--- src/rtl/lifo_stack.sv ---
// Parametrised LIFO stack for WIDTH-bit count values with occupancy outputs
// and sticky overflow/underflow flags. The level register doubles as the write index.
module lifo_stack #(
    parameter int WIDTH = 12,
    parameter int DEPTH = 5,
    parameter int LW    = $clog2(DEPTH + 1)
) (
    input  logic             clk,
    input  logic             rst,
    input  logic             clear,
    input  logic             push,
    input  logic             pop,
    input  logic [WIDTH-1:0] wdata,
    output logic [WIDTH-1:0] rdata,
    output logic [LW-1:0]    level,
    output logic             empty,
    output logic             full,
    output logic             overflow,
    output logic             underflow
);

    logic [WIDTH-1:0] mem [DEPTH];
    logic [LW-1:0]    level_q;
    logic             overflow_q;
    logic             underflow_q;

    logic             wr_en;
    logic [LW-1:0]    wr_idx;
    logic [LW-1:0]    level_d;
    logic             set_ovf;
    logic             set_unf;

    assign empty = (level_q == '0);
    assign full  = (level_q == LW'(DEPTH));

    // Push+pop on a non-empty stack overwrites the top in place; on an empty
    // stack it degrades to a plain push.
    always_comb begin
        wr_en   = 1'b0;
        wr_idx  = level_q;
        level_d = level_q;
        set_ovf = 1'b0;
        set_unf = 1'b0;
        if (push && pop && !empty) begin
            wr_en  = 1'b1;
            wr_idx = level_q - LW'(1);
        end else if (push) begin
            if (full) begin
                set_ovf = 1'b1;
            end else begin
                wr_en   = 1'b1;
                wr_idx  = level_q;
                level_d = level_q + LW'(1);
            end
        end else if (pop) begin
            if (empty) begin
                set_unf = 1'b1;
            end else begin
                level_d = level_q - LW'(1);
            end
        end
    end

    always_ff @(posedge clk) begin
        if (rst) begin
            level_q     <= '0;
            overflow_q  <= 1'b0;
            underflow_q <= 1'b0;
            for (int i = 0; i < DEPTH; i++) begin
                mem[i] <= '0;
            end
        end else if (clear) begin
            level_q     <= '0;
            overflow_q  <= 1'b0;
            underflow_q <= 1'b0;
        end else begin
            level_q     <= level_d;
            overflow_q  <= overflow_q | set_ovf;
            underflow_q <= underflow_q | set_unf;
            for (int i = 0; i < DEPTH; i++) begin
                if (wr_en && wr_idx == LW'(i)) begin
                    mem[i] <= wdata;
                end
            end
        end
    end

    // Top-of-stack read mux; zero whenever the stack is empty.
    always_comb begin
        rdata = '0;
        for (int i = 0; i < DEPTH; i++) begin
            if (level_q == LW'(i + 1)) begin
                rdata = mem[i];
            end
        end
    end

    assign level     = level_q;
    assign overflow  = overflow_q;
    assign underflow = underflow_q;

endmodule

--- config.mk ---
export PLATFORM = sky130hd
export DESIGN_NAME = lifo_stack
export DESIGN_NICKNAME = d
export VERILOG_FILES = /design/src/rtl/lifo_stack.sv
export SDC_FILE = /design/constraint.sdc
export NUM_CORES = 1
export LEC_CHECK = 0
export BUFFER_PORTS_ARGS = -buffer_cell sky130_fd_sc_hd__buf_2
export CAP_MARGIN = 20
export CELL_PAD_IN_SITES_DETAIL_PLACEMENT = 0
export CELL_PAD_IN_SITES_GLOBAL_PLACEMENT = 1
export CORE_ASPECT_RATIO = 0.6
export CORE_MARGIN = 4
export CORE_UTILIZATION = 50
export CTS_CLUSTER_DIAMETER = 30
export DETAILED_ROUTE_END_ITERATION = 7
export HOLD_SLACK_MARGIN = 0.05
export PLACE_DENSITY_LB_ADDON = 0.1
export SLEW_MARGIN = 20
export SYNTH_ARGS = -nofsm -noshare
export SYNTH_HDL_FRONTEND = slang
export SYNTH_SLANG_ARGS = --single-unit
export TNS_END_PERCENT = 10
--- constraint.sdc ---
create_clock -name clk -period 4.9 [get_ports clk]
set_input_delay 0.98 -clock clk [delete_from_list [all_inputs] [get_ports clk]]
set_output_delay 0.98 -clock clk [all_outputs]
set_load 0.05 [all_outputs]
### Word level (Yosys, flattened, before mapping)

Memories as Yosys holds them, arrays and structs flattened.
Index checks and enable logic that the tools add are counted.

| operators by class | value |
|---|---|
| add/sub/neg operators | 2 |
| eq/ne operators | 11 |
| mux-type cells | 47 |
| bitwise gates (word level) | 8 |
| reduce and logical (&&, ||, !) cells | 13 |

Operators by type and width:

| kind | count |
|---|---|
| $mux 12 | 10 |
| $mux 1 | 32 |
| $mux 3 | 5 |
| $eq 3x2->1 const B | 4 |
| $eq 3x3->1 const B | 3 |
| $logic_and 1x1->1 | 7 |
| $or 1x1->1 | 7 |
| $eq 3x1->1 const B | 2 |
| $logic_not 3->1 | 2 |
| $ne 2x2->1 const B | 2 |
| $reduce_and 4->1 | 1 |
| $add 3x1->3 const B | 1 |
| $sub 3x1->3 const B | 1 |
| $reduce_bool 2->1 | 1 |
| $reduce_or 2->1 | 1 |
| $logic_not 1->1 | 1 |
| $not 1->1 | 1 |

| storage, ports and cells | value |
|---|---|
| register bits | 5 |
| memory bits (writable) | 60 |
| bits of input ports | 17 |
| output and inout bits | 19 |
| memories kept | 1 |

Memory list:

| name | depth | width | rd ports | clocked after Yosys merged registers in | wr ports | line | text |
|---|---|---|---|---|---|---|---|
| mem | 5 | 12 | 5 | 0 | 5 | 22 | `logic [WIDTH-1:0] mem [DEPTH];` |

### Depth between registers and ports, before layout

| depth | value |
|---|---|
| word-level depth | 11 |
| gate-level depth with buffers | 9 |

### Worst setup path before layout

OpenSTA, ideal clock, no wires.

| timing | value |
|---|---|
| path type | reg-to-output |
| start point | register level_q[0], in the netlist level[0] |
| end point | output port rdata[10] |
| data arrival time | 2.615 ns |
| data required time | 3.920 ns |
| setup slack | 1.305 ns |
| cell stages (with the launch flop) | 7 |
| path buffers | 3 |
| cells stage by stage | dfxtp_1 ha_1 buf_6 and2_1 clkbuf_1 clkbuf_1 a22o_1 |

RTL lines:

| what | line | text |
|---|---|---|
| start, declared | 23 | `logic [LW-1:0] level_q;` |
| start signal, assigned | 77 | `level_q <= level_d;` |
| $eq 3x3->1 | - |  |
| via full | 17 | `output logic full,` |
| $mux 12 | 92 | `if (level_q == LW'(i + 1)) begin` |
| end, declared | 14 | `output logic [WIDTH-1:0] rdata,` |

The timed path passes the listed nets, and every way through them passes these cells.

### Final worst setup path

| timing | value |
|---|---|
| start point | register level_q[2], in the netlist level[2] |
| end point | output port rdata[2] |

| on the way | value |
|---|---|
| cells in the longest elaborated chain, start to end | 6 |

RTL lines:

| what | line |
|---|---|
| $eq 3x1->1 | 92 |
| $mux 12 (4 in series) | 92 |
| $mux 12 * | 92 |

Every way passes the cells marked *; elsewhere a longest branch is shown, timed or not.

==> results.py <==
metrics = {
    "job": {
        "cap_violations": 0,
    },
    "pwr": {
        "power_mw": 1.245,
        "p_leak_nw": 1.299,
        "ir_worst_vdd_v": 0.0002102,
        "pwr_density_cell_nw_per_um2": 366.6,
    },
    "clock_network": {
        "hold_buffers": 0,
        "numCtsBuffers": 9,
        "clock_path_buffers": 2,
        "cts.reportedPaths.clkPinSlew_ps": 80,
        "cts.sink_count": 65,
        "worstSkewPairLatency_ps": 330,
        "cts_htree_levels": 3,
        "cts_tree": "built",
        "clock-root-buffer": "clkbuf_8",
        "postCtsSetupBuffers": 0,
        "post_cts_resized": 0,
    },
    "sta": {
        "finalWorstSetupSlack_ps": 712.6,
        "worst_slew_pin_slew_ps": 1023,
        "finalClockSkew_ps": 12.81,
        "whs_ps": 465.2,
        "tns_ps": 0,
        "hold_viol_final": 0,
        "fin_crit_ps": 4187,
        "rsz0062_at_grt": "no",
        "slew_viol_final": 0,
        "final-setup-viol-count": 0,
        "max_freq_ghz": 0.2388,
        "final.period_utilization_pct": 85.46,
        "slew_headroom_pct": 31.80,
    },
    "final_layout": {
        "fill_cells": 483,
        "final_nets": 293,
        "multi_input_area_sq_um": 1012,
        "regArea_sq_um": 1902,
        "n_antenna_cell": 0,
        "instances_no_fill": 355,
        "area.growth.synth_to_final_pct": 12.29,
        "layout-drive-gt1-share_pct": 19.64,
        "fin_util_pct": 59.56,
        "final_area_sq_um": 3396,
    },
    "floorplanning": {
        "io_pins": 36,
        "chipWidth_um": 108.4,
        "coreArea_sq_um": 5702,
        "start_util_pct": 53.04,
        "row_count": 21,
        "die_area_sq_um": 7397,
        "fp.dieH_um": 68.24,
    },
    "grt": {
        "met2_usage_pct": 28.15,
        "grt_antenna_before_repair": 0,
        "grt_max_degree": 29,
        "grt_busiest_layer": "met1",
        "grt_pass1_wl_um": 10480,
        "use_met1_pct": 29.04,
        "grt_usage_pct": 19.62,
        "grt_pass1_vias": 1848,
        "overflow": 0,
        "met3_usage_pct": 5.184,
    },
    "setup_path": {
        "critPathBufInv": 2,
        "crit_path_start": "level[2]",
        "path_max_fanout": 24,
        "critical_path.slowest_cell": "nor2_1",
        "setup.worst_path.start_class": "flip-flop",
        "crit_arrival_ps": 3210,
        "critPathKind": "reg2out",
        "critPathMaxStageDelay_ps": 850,
        "endpoint_kind": "output pin",
        "r2r_start": "level[0]",
        "crit_family": "simple AND/OR/NAND/NOR gates",
        "critical_path.cell_chain": "inv_2 > ha_1 > nor2_1 > a221o_1 > a22o_1 > buf_2",
        "required_ps": 3920,
    },
    "synthesis": {
        "syn-num-nets": 264,
        "synth_flop_cell": "edfxtp_1",
        "netlist_area_sq_um": 3024,
        "syn_area_per_cell_sq_um": 12.55,
        "synth_edf_count": 60,
        "ys_seq_elements": 65,
        "netlist_instances": 241,
        "synth-async-reset-ratio_pct": 0,
        "synth.distinct_cells": 42,
        "yosysWarnings": 0,
        "synth.yosys.seq_area_share_pct": 62.89,
    },
    "detailed_routing": {
        "wl_per_cell_um": 18.90,
        "vias": 2003,
        "ant_nets": 0,
        "routed_wirelength_um": 6709,
        "initialDrtViolationCount": 176,
        "drt_pass1_iterations": 4,
        "viasPerCell": 5.642,
        "drc": 0,
    },
    "placed_design": {
        "place.port_buffers": 35,
        "post_dp_cell_area_sq_um": 3208,
        "place.gp.congestion": 0.7738,
        "pre_cts_ws_ps": 1094,
        "placedCellCount": 339,
        "hpwlAfterDp_um": 4322,
    },
    "status": {
        "status": "finished clean",
    },
    "hold_path": {
        "min-delay-start": "underflow",
        "hp-class": "reg2reg",
    },
}
worst register-to-register path: cells and delay by family, from the launching register on:
family | cells | cell delay [ps]
buffers and inverters | 1 | 230
adder cells (fa/ha/maj) | 1 | 540
flip-flops | 1 | 400
AND/OR/NAND/NOR | 2 | 770
AO/OA/AOI/OAI | 2 | 870
cell type report:
| class | count | area share [%] |
|---|---|---|
| tap | 80 | 2.948 |
| inverter | 5 | 0.5527 |
| clock inverter | 5 | 1.658 |
| clock buffer | 11 | 3.869 |
| timing repair buffer | 35 | 5.158 |
| multi-input combinational | 154 | 29.81 |
| sequential | 65 | 56.01 |
final timing paths:
check                                  end  cells past startpoint  slack [ps]
worst max-delay path              rdata[2]                      6         710
worst min-delay path             underflow                      2         470
worst max register to register  mem[0][50]                      6        1720
worst min register to register   underflow                      2         470
synth_stat cells, types with 4 or more instances:
master | count | area (sq um)
nor2b_1 | 13 | 81.33
ha_1 | 6 | 75.07
nand2_1 | 27 | 101.4
buf_2 | 4 | 20.02
o21ai_0 | 27 | 135.1
a21oi_1 | 5 | 25.02
edfxtp_1 | 60 | 1802
a21o_1 | 5 | 37.54
dfxtp_1 | 5 | 100.1
inv_1 | 4 | 15.01
a221o_1 | 12 | 120.1
nor2_1 | 5 | 18.77
clkbuf_1 | 9 | 33.78
a22o_1 | 12 | 105.1
and2_1 | 14 | 87.58
sequential cells by signal, summed over array words and instances, names as in the netlist:
signal / count
overflow: 1
underflow: 1
mem: 60
level: 3
cell usage in the layout, fill, tap and decap left out, types with 2 or more instances in the layout:
cell type,instances
clkbuf_1,2
and2_1,14
edfxtp_1,60
clkinv_2,2
a221o_1,12
clkbuf_8,9
nand3_1,3
a21o_1,5
o211ai_1,2
o21ai_0,27
dfxtp_1,5
a21oi_1,5
o21ai_1,2
ha_1,6
nand2_1,27
a22o_1,12
nor2b_1,13
nor2_1,5
buf_2,35
inv_1,4
cell families (layout without fill, tap and decap cells):
family          Yosys count  in the layout  share of synthesized area [%]
mux                       1              1                         0.3723
buf+inv                  22             56                          3.640
fa+ha+maj                 6              6                          2.482
xor+xnor                  1              1                         0.2897
compound gates           75             75                          18.04
simple gates             71             71                          12.29
flops                    65             65                          62.89
power breakdown:
part           switching [mW]  internal [mW]  leakage, nW
Sequential             0.0119          0.639        0.664
Clock                   0.200          0.234       0.0933
Combinational           0.113         0.0475        0.541
Total                   0.324          0.921         1.30
layer usage:
layer,share of wire (%),routed length [um]
met1,51,3425
met2,42,2787
met3,6.7,452
met4,0.66,44
met5,0,0
No activity file was read; power rests on OpenSTA's default activity.
